`config.mk`:
```
export PLATFORM = sky130hd
export DESIGN_NAME = pwm_meter
export DESIGN_NICKNAME = d
export VERILOG_FILES = /design/src/rtl/pwm_meter.sv
export SDC_FILE = /design/constraint.sdc
export NUM_CORES = 1
export LEC_CHECK = 0
export BUFFER_PORTS_ARGS = -buffer_cell sky130_fd_sc_hd__clkbuf_2
export CAP_MARGIN = 10
export CORE_ASPECT_RATIO = 1.5
export CORE_MARGIN = 1.5
export CORE_UTILIZATION = 30
export CTS_CLUSTER_DIAMETER = 50
export CTS_CLUSTER_SIZE = 8
export DETAILED_ROUTE_END_ITERATION = 12
export GPL_TIMING_DRIVEN = 1
export SLEW_MARGIN = 20
export SYNTH_ARGS = -nofsm -noshare
export SYNTH_HDL_FRONTEND = slang
export SYNTH_SLANG_ARGS = --single-unit
```
`constraint.sdc`:
```
create_clock -name clk -period 6.5 [get_ports clk]
set_clock_uncertainty 0.2 [all_clocks]
set_input_delay 1.3 -clock clk [delete_from_list [all_inputs] [get_ports clk]]
set_output_delay 1.3 -clock clk [all_outputs]
set_load 0.01 [all_outputs]
```
`src/rtl/pwm_meter.sv`:
```
// PWM period / high-time meter: synchronises an asynchronous PWM stream and
// reports high and period lengths in clk cycles through a valid/ready register.
module pwm_meter #(
   parameter int unsigned CNT_W       = 32,
   parameter int unsigned SYNC_STAGES = 2
) (
   input  logic             clk,
   input  logic             rst,
   input  logic             en,
   input  logic             clear,
   input  logic             pwm_in,
   output logic [CNT_W-1:0] high_cnt,
   output logic [CNT_W-1:0] period_cnt,
   output logic             meas_valid,
   input  logic             meas_ready,
   output logic             overflow,
   output logic             dropped
);

   typedef enum logic [1:0] {
      IDLE,
      WAIT_RISE,
      MEAS_HIGH,
      MEAS_LOW
   } state_t;

   localparam logic [CNT_W-1:0] CNT_MAX = '1;
   localparam logic [CNT_W-1:0] CNT_ONE = CNT_W'(1);

   state_t                 state;
   logic [SYNC_STAGES-1:0] sync;
   logic                   s_pwm;
   logic                   s_prev;
   logic                   rise;
   logic                   fall;
   logic [CNT_W-1:0]       pc;
   logic [CNT_W-1:0]       hc;
   logic                   pc_sat;
   logic                   done;

   always_comb begin
      s_pwm  = sync[SYNC_STAGES-1];
      rise   = s_pwm & ~s_prev;
      fall   = ~s_pwm & s_prev;
      pc_sat = (pc == CNT_MAX);
      // A closing rise only counts if the period counter has not saturated.
      done   = en && (state == MEAS_LOW) && rise && !pc_sat;
   end

   always_ff @(posedge clk or posedge rst) begin
      if (rst) begin
         sync   <= '0;
         s_prev <= 1'b0;
      end else begin
         sync   <= {sync[SYNC_STAGES-2:0], pwm_in};
         s_prev <= s_pwm;
      end
   end

   always_ff @(posedge clk or posedge rst) begin
      if (rst) begin
         state      <= IDLE;
         pc         <= '0;
         hc         <= '0;
         high_cnt   <= '0;
         period_cnt <= '0;
         meas_valid <= 1'b0;
         overflow   <= 1'b0;
         dropped    <= 1'b0;
      end else begin
         if (clear) begin
            overflow <= 1'b0;
            dropped  <= 1'b0;
         end

         if (!en) begin
            state <= IDLE;
            pc    <= '0;
            hc    <= '0;
         end else begin
            case (state)
               IDLE: state <= WAIT_RISE;
               WAIT_RISE: begin
                  if (rise) begin
                     state <= MEAS_HIGH;
                     pc    <= CNT_ONE;
                     hc    <= CNT_ONE;
                  end
               end
               MEAS_HIGH: begin
                  if (pc_sat) begin
                     state    <= WAIT_RISE;
                     pc       <= '0;
                     hc       <= '0;
                     overflow <= 1'b1;
                  end else if (fall) begin
                     state <= MEAS_LOW;
                     pc    <= pc + CNT_ONE;
                  end else begin
                     pc <= pc + CNT_ONE;
                     hc <= hc + CNT_ONE;
                  end
               end
               MEAS_LOW: begin
                  if (pc_sat) begin
                     state    <= WAIT_RISE;
                     pc       <= '0;
                     hc       <= '0;
                     overflow <= 1'b1;
                  end else if (rise) begin
                     state <= MEAS_HIGH;
                     pc    <= CNT_ONE;
                     hc    <= CNT_ONE;
                  end else begin
                     pc <= pc + CNT_ONE;
                  end
               end
               default: state <= IDLE;
            endcase
         end

         // New result may replace the held one only when it is being consumed.
         if (done) begin
            if (!meas_valid || meas_ready) begin
               period_cnt <= pc;
               high_cnt   <= hc;
               meas_valid <= 1'b1;
            end else begin
               dropped <= 1'b1;
            end
         end else if (meas_valid && meas_ready) begin
            meas_valid <= 1'b0;
         end
      end
   end

endmodule

```
==> results.md, run 1 <==
- CP Max Fanout: 24
- Port buffer count: 72
- Final Setup Violations: 0
- Final ANT Viol Nets: 0
- Layout fillers: 2254
- Final hold violations: 0
- Final TNS setup: 0 ns
- Power per cell area: 226.9 nW/um^2
- Avg Cell Area, Syn: 10.83 sq um
- HPWL Detailed: 12.47 mm
- GP Congestion: 0.8065
- CP arrival: 4.00 ns
- Worst path max stage delay: 0.75 ns
- Post-layout min period: 3.893 ns
- Area growth, synth to finish: 16.40%
- CP cell instances: ha_1 -> nand3_1 -> or4b_1 -> or4_4 -> o21ai_1 -> nor2_1 -> a221o_1
- H-tree depth: 4
- Count of antenna diodes in the layout: 0
- Async set-reset flop share out of synthesis: 100.0%
- CP bufs+invs: 0
- Root Buffer Master: clkbuf_16
- CTS Hold Buffers Added: 0
- Post_cts resized: 0
- Die ar.: 24160 sq um
- CP startpoint: pc[0]
- HP Start: sync[0]
- Die height: 189.6 um
- First-pass GRT wire length: 28.60 mm
- Boundary Pins: 73
- Routed length per placed instance: 17.64 um
- YS warnings: 0
- CTS tree: done
- Synth Register Bits: 136
- Via count: 5313
- DP Area: 7547 sq um
- Crit Path Category: flop to flop
- Final Cycle Share: 59.89%
- Core Rows: 68
- Number of synthesized flops with an enable pin: 0
- CTS buffer count: 17
- Slowest CP cell: o21ai_1
- Synth top area share: 48.85%
- CTS clock-pin slew for the worst setup and hold paths: 0.06 ns
- Initial antenna violation count: 0
- Total Wirelength: 17.69 mm
- Worst slew pin tran: 1.111 ns
- Grt total ovfl: 0
- Layout cell share with drive strength beyond 1: 25.31%
- Synthesized area: 6967 sq um
- Outcome: completed
- Vias per cell: 5.297
- # clock sinks: 136
- Ys flop type: dfrtp_1
- Achievable clock frequency: 256.9 MHz
- Initial core utilization: 30.44%
- Top area cells in the synthesized netlist: dfrtp_1 49%, mux2_4 13%, o21ai_0 3.0%, nor2_1 2.6%, nor3_1 2.5%
- Die X: 127.4 um
- Worst path top cell family by delay: simple AND/OR/NAND/NOR gates
- DRT Pass-1 Iters: 4
- Core ar.: 22890 sq um
- Largest net degree at the start of global routing: 76
- Clk_lat worst skew: 0.42 ns
- Min-Delay Path Class: flop to flop
- Lkg Pwr: 3.627 nW
- Fin area: 8109 sq um
- Slew margin rel.: 25.27%
- Register area share after synthesis: 48.85%
- Synth cell types: 61
- Final Net Count: 722
- Initial DRC Count: 370
- Vias in the first global route: 5303
- DRC violations left: 0
- Post-CTS Setup Bufs: 0
- Post-Syn Instances: 643
- Area leader, netlist: dfrtp_1
- Worst R2R Start: pc[0]
- Worst path required time: 6.61 ns
- Syn Nets: 655
- Most common cell after layout, fill and taps aside: dfrtp_1
- Max-capacitance violation count: 0
- VDD IR max: 0.1703 mV
- Most frequent cells in the layout: 136 x dfrtp_1, 72 x clkbuf_2, 60 x mux2_4, 49 x nor2_1, 42 x o21ai_0
- Startpoint types: flop
- Crit. End Element: flop
- Final Max Tran Viols: 0
- All-Layer GR Usage: 15.11%
- Clk buf depth: 2
- Unrepaired setup endpoints after global routing: no
[state kept, by name (all words and copies together) (netlist names)]
name,cells
period_cnt,32
state,2
overflow,1
s_prev,1
high_cnt,32
pc,32
dropped,1
hc,32
sync,2
meas_valid,1
[report_power, final]
part / internal, mW / switching [mW]
clock network: 0.547 / 0.374
logic: 0.0146 / 0.0504
registers: 0.850 / 0.00434
[synth_stat cells, types with 3 or more instances]
master	number
a31oi_1	6
or3_1	3
buf_6	10
o31ai_1	6
o21ai_0	42
a21oi_1	13
nand2b_1	9
mux2_4	60
and2_1	4
a21o_1	10
and4_1	4
clkbuf_1	16
nor4_1	14
nor3_1	35
xnor2_1	7
nor2_1	49
a22o_1	5
a21boi_0	7
o211a_1	3
nor3b_1	7
mux2_2	4
o2111ai_1	3
o21a_1	5
o22ai_1	5
mux2i_1	3
and3_1	11
nand4_1	25
nand3_1	33
inv_1	18
dfrtp_1	136
nand2_1	37
ha_1	6
a211oi_1	4
nor2b_1	4
o31a_1	3
o21ai_1	5
[final timing paths]
| kind | to | slack, ns | depth (start not counted) |
|---|---|---|---|
| max | hc[19] | 2.61 | 7 |
| min | sync[1] | 0.19 | 0 |
| max reg2reg | hc[19] | 2.61 | 7 |
| min reg2reg | sync[1] | 0.19 | 0 |
| max in group asynchronous | period_cnt[9] | 4.01 | 3 |
| min in group asynchronous | period_cnt[28] | 0.78 | 2 |
[metal layers]
layer  GRT usage [%]  routed length [um]
met1           17.24                7265
met2           26.96                9360
met3           2.503                 507
met4           7.692                 561
met5               0                   0
[kinds of logic after synthesis]
family                     count (synthesis)  synth area share (%)
AOI/OAI and AO/OA                        132                 12.73
and+or+nand+nor                          245                 18.41
muxes                                     67                 14.01
xor gates and xnor gates                   9                 1.132
buffers and inverters                     48                 3.789
DFF                                      136                 48.85
adders and majority gates                  6                 1.078
[area by class of cell]
class	instances	area (sq um)	area share, %
clock buffers	22	464.2	5.724
clock inverters	10	97.59	1.204
inverters	18	72.57	0.8949
multi-input cells	459	3316	40.89
flip-flops and latches	136	3403	41.97
well taps	280	350.3	4.320
repair buffers	78	405.4	4.999
[per-stage QoR]
step | power (mW) | std cells | hold WS [ns] | util (%) | worst slack [ns]
2_1_floorplan | 0.9161 | 643 | 0.1312 | - | 1.361
4_1_cts | 1.860 | 1003 | 0.2026 | 35.43 | 2.550
3_5_place_dp | 0.9360 | 971 | 0.1825 | 32.98 | 2.446
6_report | 1.840 | 1003 | 0.1891 | 35.43 | 2.607
5_1_grt | 1.905 | 1003 | 0.2083 | 35.43 | 2.390
3_3_place_gp | 0.9355 | 971 | 0.1806 | 32.98 | 2.499
Note: power is estimated with default switching activity, not from simulation.
==> run 2, diff against run 1 <==
Settings changed: ABC_AREA set to 1.
Clock period 6.5 ns to 3.69 ns, I/O delays scaled along.
==> results.md, run 2 <==
- Post_cts resized: 0
- Pre-CTS setup slack: 0.8313 ns
- Most common cell after layout, fill and taps aside: nand2_1
- CP bufs+invs: 1
- Root Buffer Master: clkbuf_16
- Port buffer count: 72
- Unrepaired setup endpoints after global routing: no
- M2 GR Usage: 31.39%
- Worst path required time: 3.87 ns
- Layout fillers: 2656
- DP Area: 8188 sq um
- Worst path top cell family by delay: simple AND/OR/NAND/NOR gates
- Min-Delay Path Class: flop to flop
- Post-layout min period: 2.625 ns
- # clock sinks: 136
- Die ar.: 26010 sq um
- Slowest CP cell: inv_2
- CP startpoint: pc[0]
- Number of synthesized flops with an enable pin: 0
- Worst slew pin tran: 0.7782 ns
- Startpoint types: flop
- Clock network power share: 52.3%
- Routed length per placed instance: 14.57 um
- Final Cycle Share: 71.13%
- Async set-reset flop share out of synthesis: 100.0%
- Power Total: 3.545 mW
- GR Util met1: 18.46%
- CTS buffer count: 17
- GRT busiest layer: met2
- Post-synth top cells: 386 x nand2_1, 136 x dfrtp_1, 92 x nor2_1
- CTS tree: done
- Initial antenna violation count: 0
- Gate power share: 5.0%
- Synth top area share: 45.32%
- Boundary Pins: 73
- YS warnings: 0
- Clk_lat worst skew: 0.44 ns
- Vias per cell: 4.794
- Final ANT Viol Nets: 0
- Most used cell along the critical path: nand2_1
- CP arrival: 2.81 ns
- Avg Cell Area, Syn: 7.221 sq um
- Crit. End Element: flop
- Register area share after synthesis: 45.32%
- Synthesized area: 7510 sq um
- Synth cell types: 39
- Most frequent cells in the layout: 386 x nand2_1, 136 x dfrtp_1, 92 x nor2_1, 88 x nand3_1, 83 x inv_1
- Sw Share: 23.64%
- Outcome: completed
- Post-Syn Instances: 1040
- Syn Nets: 1052
- Worst path max stage delay: 0.45 ns
- Count of antenna diodes in the layout: 0
- Hold WS: 0.1564 ns
- First-pass GRT wire length: 34.83 mm
- HP Start: sync[0]
- Final Setup Violations: 0
- Internal power: 2.707 mW
- Most frequent cell after synthesis: nand2_1
- Final TNS setup: 0 ns
- Core Rows: 70
- Layout cell share with drive strength beyond 1: 12.63%
- Grt total ovfl: 0
- Final Net Count: 1116
- Max-capacitance violation count: 0
- Multi-input logic area: 3511 sq um
- Area growth, synth to finish: 17.39%
- All-Layer GR Usage: 16.87%
- Area leader, netlist: dfrtp_1
- Achievable clock frequency: 381.0 MHz
- Setup ws final: 1.065 ns
- Ys flop type: dfrtp_1
- Worst R2R Start: pc[0]
- Top area cells in the synthesized netlist: dfrtp_1 45%, nand2_1 19%, nand3_1 5.9%, nor2_1 4.6%, inv_1 4.2%
- Crit Path Category: flop to flop
- Fin area: 8816 sq um
- Die X: 132.2 um
- Core ar.: 24520 sq um
- GR Util met3: 3.395%
- HPWL Detailed: 14.78 mm
- Slew margin rel.: 48.01%
- Total Wirelength: 20.98 mm
- Initial DRC Count: 524
- Die height: 196.8 um
- CP Max Fanout: 31
- Post-CTS Setup Bufs: 0
- CP cell instances: ha_1 -> nand2_1 -> nor2_2 -> nand2_2 -> nor2_8 -> nand2_4 -> nand2_1 -> inv_2 -> o21ai_0 -> nand2_1 -> nand3_1 -> nand2_1
- Flop pwr share: 42.7%
- VDD IR max: 0.3258 mV
- DRT Pass-1 Iters: 5
- CTS clock-pin slew for the worst setup and hold paths: 0.06 ns
- H-tree depth: 4
- Synth Register Bits: 136
- Initial core utilization: 30.62%
- Final Max Tran Viols: 0
- Lkg Pwr: 4.199 nW
- GP Congestion: 0.9054
- Register Area: 3403 sq um
- Switching power: 838.0 uW
- Final hold violations: 0
- Vias in the first global route: 6866
- Power per cell area: 402.2 nW/um^2
- Clk buf depth: 2
- DRC violations left: 0
- CTS Hold Buffers Added: 0
- Largest net degree at the start of global routing: 104
- Via count: 6904
==> run 2: cell families after synthesis <==
kind of cell / Yosys count / synth area share (%)
and+or+nand+nor: 631 / 35.77
DFF: 136 / 45.32
buffers and inverters: 134 / 7.930
AOI/OAI and AO/OA: 116 / 7.998
xor gates and xnor gates: 17 / 1.983
adders and majority gates: 6 / 0.9996
==> run 2: path summary, 6_finish.rpt <==
path                                      end  slack, ns  depth (start not counted)
worst max-delay path                    hc[7]       1.07                         12
worst min-delay path                  sync[1]       0.16                          0
worst max register to register          hc[7]       1.07                         12
worst min register to register        sync[1]       0.16                          0
max in group asynchronous               hc[1]       2.33                          3
min in group asynchronous       period_cnt[6]       0.22                          2
==> run 2: final cells by class <==
class | instances | share of cell area (%)
multi-input combinational | 770 | 39.82
sequential | 136 | 38.60
timing repair buffer | 89 | 5.961
clock buffer | 20 | 5.180
tap | 324 | 4.598
inverter | 90 | 3.889
clock inverter | 11 | 1.944
==> run 2: worst reg2reg max path: stages (launching register included) <==
cell	delay, ns
dfrtp_1	0.40
ha_1	0.22
nand2_1	0.08
nor2_2	0.05
nand2_2	0.16
nor2_8	0.09
nand2_4	0.24
nand2_1	0.20
inv_2	0.45
o21ai_0	0.23
nand2_1	0.11
nand3_1	0.07
nand2_1	0.08
==> run 2: metrics by stage <==
step / utilization (%) / cells
floorplan: - / 1040
global placement: 33.39 / 1409
detailed placement: 33.39 / 1409
CTS: 35.95 / 1440
global route: 35.95 / 1440
finish: 35.95 / 1440
==> run 2: power by group through the flow <==
| stage | registers (mW) | logic, mW | clock network, mW |
|---|---|---|---|
| 2_1_floorplan | 1.54 | 0.120 | 0 |
| 3_3_place_gp | 1.54 | 0.178 | 0 |
| 3_5_place_dp | 1.54 | 0.181 | 0 |
| 4_1_cts | 1.51 | 0.181 | 1.89 |
| 5_1_grt | 1.51 | 0.200 | 1.95 |
| 6_report | 1.51 | 0.176 | 1.86 |
==> run 2: per-layer routing <==
layer  vias to the layer above  wire (um)
met5                         -          0
met1                      3267       8438
met4                         0        601
met3                        43        675
li1                       3459          -
met2                       135      11270
